===== src/rtl/calc_bcd_scan_display.sv =====
// calc_bcd_scan_display: add/sub/mul, serial binary-to-BCD, 7-seg scan with sign/overflow.
// Optional LEADING_ZERO_BLANK_EN blanks digits above the most significant nonzero digit.
module calc_bcd_scan_display #(
   parameter int W     = 4,
   parameter int NDIG  = 4,
   parameter int DIV_W = 16
) (
   input  logic            clk,
   input  logic            rst,
   input  logic [W-1:0]    a,
   input  logic [W-1:0]    b,
   input  logic [1:0]      op,
   output logic            busy,
   output logic            valid,
   output logic            sign,
   output logic            ovf,
   output logic [6:0]      seg,
   output logic [NDIG-1:0] an
);
   localparam int RW = 2 * W;
   localparam int BW = 4 * (NDIG + 1);
   localparam int IW = (NDIG > 1) ? $clog2(NDIG) : 1;
   localparam int CW = $clog2(RW + 1);
   typedef enum logic [1:0] {S_IDLE, S_CONV, S_DONE} state_t;
   state_t           r_state, w_next;
   logic [W-1:0]     r_a, r_b;
   logic [1:0]       r_op;
   logic             r_fresh, r_neg, r_lost;
   logic [RW-1:0]    r_bin, w_res, w_ae, w_be;
   logic [BW-1:0]    r_bcd, w_adj;
   logic [CW-1:0]    r_cnt;
   logic [4*NDIG-1:0] r_disp;
   logic             r_valid, r_sign, r_ovf;
   logic [DIV_W-1:0] r_pre;
   logic [IW-1:0]    r_idx;
   logic [NDIG-1:0]  r_an;
   logic [6:0]       r_seg, w_seg, w_seg_dig;
   logic [3:0]       w_dig;
   logic             w_start, w_last, w_neg, w_blank;
   assign w_start = (r_state == S_IDLE) && (r_fresh || {a, b, op} != {r_a, r_b, r_op});
   assign w_last  = r_cnt == CW'(RW - 1);
   always_ff @(posedge clk or posedge rst) begin
      if (rst) r_state <= S_IDLE;
      else     r_state <= w_next;
   end
   always_comb begin
      w_next = (r_state == S_IDLE) ? (w_start ? S_CONV : S_IDLE) :
               (r_state == S_CONV) ? (w_last ? S_DONE : S_CONV) : S_IDLE;
   end
   always_comb begin
      busy = r_state == S_CONV;
   end
   assign w_ae  = {{W{1'b0}}, a};
   assign w_be  = {{W{1'b0}}, b};
   assign w_neg = (op == 2'b10) && (a < b);
   assign w_res = (op == 2'b01) ? w_ae + w_be :
                  (op == 2'b10) ? (w_neg ? w_be - w_ae : w_ae - w_be) :
                  (op == 2'b11) ? w_ae * w_be : '0;
   always_comb begin
      w_adj = r_bcd;
      for (int i = 0; i < NDIG + 1; i++)
         if (r_bcd[4*i +: 4] >= 4'd5) w_adj[4*i +: 4] = r_bcd[4*i +: 4] + 4'd3;
   end
   // r_lost catches any digit pushed out of the work register so ovf stays exact for wide W
   always_ff @(posedge clk or posedge rst) begin
      if (rst) begin
         r_a     <= '0;
         r_b     <= '0;
         r_op    <= '0;
         r_fresh <= 1'b1;
         r_neg   <= 1'b0;
         r_lost  <= 1'b0;
         r_bin   <= '0;
         r_bcd   <= '0;
         r_cnt   <= '0;
         r_disp  <= '0;
         r_valid <= 1'b0;
         r_sign  <= 1'b0;
         r_ovf   <= 1'b0;
      end else if (w_start) begin
         r_a     <= a;
         r_b     <= b;
         r_op    <= op;
         r_fresh <= 1'b0;
         r_neg   <= w_neg;
         r_lost  <= 1'b0;
         r_bin   <= w_res;
         r_bcd   <= '0;
         r_cnt   <= '0;
      end else if (r_state == S_CONV) begin
         {r_bcd, r_bin} <= {w_adj[BW-2:0], r_bin, 1'b0};
         r_lost         <= r_lost | w_adj[BW-1];
         r_cnt          <= r_cnt + CW'(1);
      end else if (r_state == S_DONE) begin
         r_disp  <= r_bcd[4*NDIG-1:0];
         r_ovf   <= r_lost | (r_bcd[BW-1 -: 4] != 4'd0);
         r_sign  <= r_neg;
         r_valid <= 1'b1;
      end
   end
   always_comb begin
      w_dig   = '0;
      w_blank = 1'b0;
      for (int i = 0; i < NDIG; i++)
         if (IW'(i) == r_idx) w_dig = r_disp[4*i +: 4];
`ifdef LEADING_ZERO_BLANK_EN
      w_blank = r_idx != '0;
      for (int i = 0; i < NDIG; i++)
         if (IW'(i) >= r_idx && r_disp[4*i +: 4] != 4'd0) w_blank = 1'b0;
`endif
   end
   always_comb begin
      case (w_dig)
         4'd0:    w_seg_dig = 7'h40;
         4'd1:    w_seg_dig = 7'h79;
         4'd2:    w_seg_dig = 7'h24;
         4'd3:    w_seg_dig = 7'h30;
         4'd4:    w_seg_dig = 7'h19;
         4'd5:    w_seg_dig = 7'h12;
         4'd6:    w_seg_dig = 7'h02;
         4'd7:    w_seg_dig = 7'h78;
         4'd8:    w_seg_dig = 7'h00;
         4'd9:    w_seg_dig = 7'h10;
         default: w_seg_dig = 7'h7F;
      endcase
   end
   assign w_seg = r_ovf ? 7'h06 : !r_valid ? 7'h40 : w_blank ? 7'h7F : w_seg_dig;
   // an/seg show the current index on the tick, then the index advances
   always_ff @(posedge clk or posedge rst) begin
      if (rst) begin
         r_pre <= '0;
         r_idx <= '0;
         r_an  <= '1;
         r_seg <= 7'h7F;
      end else begin
         r_pre <= r_pre + DIV_W'(1);
         if (&r_pre) begin
            r_an  <= ~(NDIG'(1) << r_idx);
            r_seg <= w_seg;
            r_idx <= (r_idx == IW'(NDIG - 1)) ? '0 : r_idx + IW'(1);
         end
      end
   end
   assign valid = r_valid;
   assign sign  = r_sign;
   assign ovf   = r_ovf;
   assign seg   = r_seg;
   assign an    = r_an;
endmodule


===== config.mk =====
export PLATFORM = sky130hd
export DESIGN_NAME = calc_bcd_scan_display
export DESIGN_NICKNAME = d
export VERILOG_FILES = /design/src/rtl/calc_bcd_scan_display.sv
export SDC_FILE = /design/constraint.sdc
export NUM_CORES = 1
export LEC_CHECK = 0
export ABC_AREA = 0
export CAP_MARGIN = 10
export CORE_MARGIN = 2
export CORE_UTILIZATION = 55
export CTS_CLUSTER_SIZE = 25
export DETAILED_ROUTE_END_ITERATION = 10
export GPL_TIMING_DRIVEN = 0
export HOLD_SLACK_MARGIN = 0.06
export PLACE_DENSITY = 0.74
export SETUP_SLACK_MARGIN = 0.05
export SYNTH_ARGS = -nofsm -noshare
export SYNTH_HDL_FRONTEND = slang
export SYNTH_SLANG_ARGS = --single-unit

===== constraint.sdc =====
create_clock -name clk -period 8.8 [get_ports clk]
set_input_delay 1.76 -clock clk [delete_from_list [all_inputs] [get_ports clk]]
set_output_delay 1.76 -clock clk [all_outputs]
set_load 0.005 [all_outputs]

## Word level (Yosys, flattened, before mapping)

Memories as Yosys holds them, arrays and structs flattened.
Index checks and enable logic that the tools add are counted.

| operators by class | value |
|---|---|
| $add $sub $neg | 11 |
| multipliers | 1 |
| magnitude comparators | 6 |
| equality and inequality tests | 11 |
| shift operators | 1 |
| multiplexer cells | 28 |
| bitwise gates (word level) | 5 |
| reduce and logical (&&, ||, !) cells | 9 |

Operators with widths:

| cell | number |
|---|---|
| $mux 8 | 6 |
| $mux 4 | 11 |
| $mux 20 | 2 |
| $add 4x2->4 const B | 5 |
| $ge 4x3->1 const B | 5 |
| $add 16x1->16 const B | 1 |
| $reduce_and 16->1 | 1 |
| $mux 7 | 2 |
| $ne 10x10->1 | 1 |
| $sub 4x4->5 | 2 |
| $eq 2x2->1 const B | 4 |
| $mul 4x4->8 | 1 |
| $mux 2 | 4 |
| $add 4x4->5 | 1 |
| $add 4x1->4 const B | 1 |
| $eq 2x1->1 const B | 2 |
| $eq 2x2->1 const A | 2 |
| $eq 4x3->1 const B | 1 |
| $logic_not 2->1 | 2 |
| $lt 4x4->1 | 1 |
| $not 4->4 | 1 |
| $reduce_bool 4->1 | 1 |
| $shl 1x2->4 const A | 1 |
| $mux 1 | 3 |
| 8 further kinds | 11 |

| storage, ports and cells | value |
|---|---|
| bits in registers | 95 |
| memory bits (read-only) | 112 |
| output and inout port bits | 15 |
| logic and storage cells | 91 |
| memories | 1 |

Memories:

| name | depth | bits a word | read ports | clocked after memory_dff | wr ports | RTL line | RTL |
|---|---|---|---|---|---|---|---|
| (name not given) | 16 | 7 | 1 | 0 | 0 | 113 | `case (w_dig)` |

## Depth between registers and ports, before layout

An unclocked memory read counts as a cell.

| depth | value |
|---|---|
| depth after elaboration | 8 |
| gate-level depth with buffers | 13 |

## Worst setup path after synthesis

No wires, ideal clock.

| timing path | value |
|---|---|
| path kind | input port to flip-flop |
| start | input port b[3] |
| end | register r_bin[6] |
| arrival | 4.118 ns |
| required time | 8.706 ns |
| setup slack | 4.588 ns |
| stages | 12 |
| path buffers | 0 |
| path through | nand2_1 > fa_1 > inv_1 > fa_1 > inv_1 > fa_1 > inv_1 > a21o_1 > a21oi_1 > xnor2_1 > a31oi_1 > a221oi_2 |

| between the ends | value |
|---|---|
| word-level cells in the longest chain between the ends | 6 |
| elaborated cells between the ends (all ways) | 14 |
| those cells by class | add/sub (2); mul (1); order compare (1); eq/ne (1); mux (5); reduce/logical (4) |

Ends and longest elaborated chain:

| element | RTL line | RTL |
|---|---|---|
| start: declaration | 11 | `input logic [W-1:0] b,` |
| branches (longest 6 deep; another with $mul 4x4->8) | n/a |  |
| end signal: assignment | 87 | `r_bin <= w_res;` |
| end signal: assignment | 91 | `{r_bcd, r_bin} <= {w_adj[BW-2:0], r_bin, 1'b0};` |
| end: declaration | 29 | `logic [RW-1:0] r_bin, w_res, w_ae, w_be;` |

Parallel ways; which one is timed is not known.
A chain may end at the register's enable or synchronous reset.

## Worst setup path in the final report

| timing path | value |
|---|---|
| start | input port a[1] |
| end | register r_bin[6] |

| between the ends | value |
|---|---|
| word-level cells in the longest chain between the ends | 6 |
| elaborated cells between the ends (all ways) | 14 |
| those cells by class | add/sub (2); mul (1); order compare (1); eq/ne (1); mux (5); reduce/logical (4) |

Ends and longest elaborated chain:

| element | RTL line | RTL |
|---|---|---|
| start: declaration | 10 | `input logic [W-1:0] a,` |
| branches (longest 6 deep; another with $mul 4x4->8) | n/a |  |

Parallel ways; which one is timed is not known.

==> impl_metrics.toml <==
[sta]
tightest_slew_ns = 0.546
skew_ns = 0.00897
slew_viol_final = 0
layout_min_cycle_time_ns = 4.84
grt_setup_unrepaired = "false"
slew_headroom_pct = 63.5
timing_hold_violations_final = 0
final.setup.tns_ns = 0
fin_ws_ns = 3.96
finalSetupViolations = 0
period_share_pct = 55.0
max_freq_ghz = 0.207

[critical_path]
cp_top_family = "adder cells"
critPathBufInv = 4
end_kind = "register"
critPathLaunchType = "input pin"
cpMaxStageDelayCell = "clkdlybuf4s50_1"
crit_type = "in2reg"
crit_required_ns = 9.09
path_max_fanout = 7
slowest_delay_ns = 0.71
path_cells = "clkdlybuf4s50_1, nand2_1, fa_1, inv_1, fa_1, inv_1, fa_1, inv_1, a21o_1, a21oi_1, xnor2_1, a31oi_1, a221oi_2"
worstPathArrival_ns = 5.13

[finish]
diodes = 0
drive_above_1_share_pct = 9.72
final_nets = 709
area_delta_synth_final_pct = 11.9
postLayoutCellArea_mm2 = 0.00643

[power]
total_leakage_power_nw = 2.98
powerDensity_mw_per_mm2 = 259
ir_drop_uv = 101

[yosys]
syn_nets = 672
synth_cell_types = 65
ys.flop_type = "dfrtp_1"
async_flop_share_pct = 100
synth_cells = 606
netlist_area_mm2 = 0.00575
ys_seq_area_share_pct = 41.6
avgSynthCellArea_um2 = 9.48
ys.warnings.count = 0
synth-edff-count = 0
synth-seq-cells = 95

[placement]
gp_congestion = 0.943
io_buffer_count = 25
dp_hpwl_um = 8820
pre_cts_ws_ns = 3.56
dpl-instance-area_mm2 = 0.00620

[drt]
drtIter0Drc = 217
drc = 0
num_vias = 4389
wl_per_cell_um = 15.0
dr.pass1.iters = 4
wirelength_um = 11700
drtAntennaViolNets = 0
routed_via_density = 5.60

[floorplan]
num_rows = 37
pin_count = 27
initial_core_util_pct = 56.2
die_height_um = 106
core_mm2 = 0.0102
die_w_um = 106
fp.dieArea_mm2 = 0.0113

[status]
status = "finished, final reports clean"

[clock_tree]
clk_latency_ns = 0.37
clock_sinks = 95
cts_setup_buffers = 0
hold_buffers = 0
cts.repair.resized = 0
cts_max_path_buffers = 2
cts.clk_slew.worst_paths_ns = 0.09
htreeDepth = 3
cts_buffers = 9
cts-root-buf = "clkbuf_8"
cts_tree = "built"

[grt]
antenna_found_initial = 0
grt_max_degree = 70
grt_pass1_wl_um = 20500
grtUsageTotal_pct = 22.8
grt_overflow_total = 0
grt_pass1_vias = 4462

[worst_hold_path]
hp-class = "reg2reg"

[flow_run]
maxCapViolCount = 0
## metrics by stage
stage | power (mW) | hold WS [ns] | std cells | util, %
2_1_floorplan | 1.15 | 0.434 | 606 | -
3_3_place_gp | 1.30 | 0.448 | 767 | 60.3
6_report | 1.66 | 0.472 | 784 | 62.8
4_1_cts | 1.67 | 0.475 | 784 | 62.8
5_1_grt | 1.80 | 0.486 | 784 | 62.8
3_5_place_dp | 1.34 | 0.460 | 768 | 60.6
## cells by family after synthesis
group                      after synthesis  share of synthesized area [%]
xor gates and xnor gates                37                           5.64
DFF                                     95                           41.6
and+or+nand+nor                        204                           17.0
buffers and inverters                   63                           4.75
adders and majority gates               54                           12.7
AOI/OAI and AO/OA                      138                           15.3
muxes                                   15                           3.03
## worst reg2reg max path, stage by stage, from the launching register on
cell      delay (ns)
dfrtp_1         0.43
ha_1            0.29
nand2b_2        0.23
o22ai_1         0.14
a31o_2          0.21
inv_1           0.12
ha_1            0.20
mux2_2          0.26
a221o_1         0.30
o21ai_2         0.11
## cell type report
class	count	area, um2
Tap cell	136	170
Buffer	22	119
Fill cell	868	3800
Multi-Input combinational cell	448	3080
Inverter	41	156
Clock buffer	12	155
Sequential cell	95	2390
Clock inverter	4	76.3
Timing Repair Buffer	26	278
## routing by layer
metal	global-route usage [%]	share of wire, %	vias to the layer above	routed length [um]
met2	36.6	48	77	5650
li1	-	-	2142	-
met3	4.48	3.1	20	367
met1	30.4	47	2150	5490
met5	0	0	-	0
met4	9.02	2.0	0	233
## cells in the final DEF (no fill, tap or decap), types with 3 or more instances in the layout
cell             netlist  final
a211oi_1               4      4
nand3_1               16     16
and3_1                 3      3
o21a_1                 3      3
clkbuf_8               0     11
dfstp_2               12     12
o21ai_0               53     53
a22oi_1                3      3
a21o_1                 6      6
buf_2                  5      5
fa_1                   7      7
buf_6                  3      3
ha_1                  47     47
xnor2_1               13     13
o31a_1                 3      3
o31ai_1                8      8
mux2_2                 7      7
inv_1                 40     39
a31oi_1                4      4
o211ai_1               6      6
dfrtp_1               83     83
nor3_1                10     10
a22o_1                 7      7
clkdlybuf4s50_1        0     25
a21oi_1               25     25
nor2b_1                9      9
clkbuf_1              10     11
mux2_4                 3      3
nand2_1               92     92
mux2i_1                5      5
nand2b_1              12     12
xor2_1                24     24
o22ai_1                4      4
nor2_1                39     39
## power breakdown
part | switching (mW) | internal [mW]
combinational | 0.367 | 0.283
sequential | 0.114 | 0.571
clock | 0.151 | 0.177
total | 0.632 | 1.03
## final timing paths
kind	start	endpoint	slack (ns)	cells past startpoint
max reg2reg	r_idx[0]	seg[4]	6.44	9
min	seg[4]	seg[4]	0.47	2
max in group asynchronous	rst	r_fresh	6.41	3
min reg2reg	seg[4]	seg[4]	0.47	2
max	a[1]	r_bin[6]	3.96	13
min in group asynchronous	rst	r_idx[1]	1.73	2
## Yosys cell counts (all sizes together) (2+ instances only)
| master | n | area share, % |
|---|---|---|
| a211oi | 4 | 0.52 |
| a21boi | 2 | 0.26 |
| a21o | 6 | 0.78 |
| a21oi | 25 | 2.2 |
| a22o | 7 | 1.1 |
| a22oi | 3 | 0.39 |
| a31oi | 4 | 0.44 |
| and3 | 3 | 0.33 |
| buf | 12 | 1.4 |
| clkbuf | 10 | 0.65 |
| dfrtp | 83 | 36 |
| dfstp | 12 | 5.5 |
| fa | 7 | 2.4 |
| ha | 47 | 10 |
| inv | 41 | 2.7 |
| mux2 | 10 | 2.2 |
| mux2i | 5 | 0.87 |
| nand2 | 93 | 6.1 |
| nand2b | 13 | 1.5 |
| nand3 | 17 | 1.7 |
| nand3b | 2 | 0.26 |
| nand4 | 2 | 0.22 |
| nor2 | 39 | 2.5 |
| nor2b | 9 | 0.98 |
| nor3 | 13 | 1.5 |
| nor4 | 2 | 0.33 |
| nor4bb | 2 | 0.35 |
| o211ai | 6 | 0.78 |
| o21a | 3 | 0.39 |
| o21ai | 55 | 4.9 |
| o21bai | 2 | 0.46 |
| o22ai | 4 | 0.44 |
| o31a | 3 | 0.46 |
| o31ai | 8 | 1.0 |
| or2 | 2 | 0.22 |
| xnor2 | 13 | 2.0 |
| xor2 | 24 | 3.7 |
## registers in the layout, indices dropped and copies added (netlist names)
signal	cells
r_bcd	20
r_disp	16
r_pre	16
r_bin	8
seg	7
an	4
r_a	4
r_b	4
r_cnt	4
r_idx	2
r_op	2
r_state	2
ovf	1
r_fresh	1
r_lost	1
r_neg	1
sign	1
valid	1
Note: power is estimated with default switching activity, not from simulation.
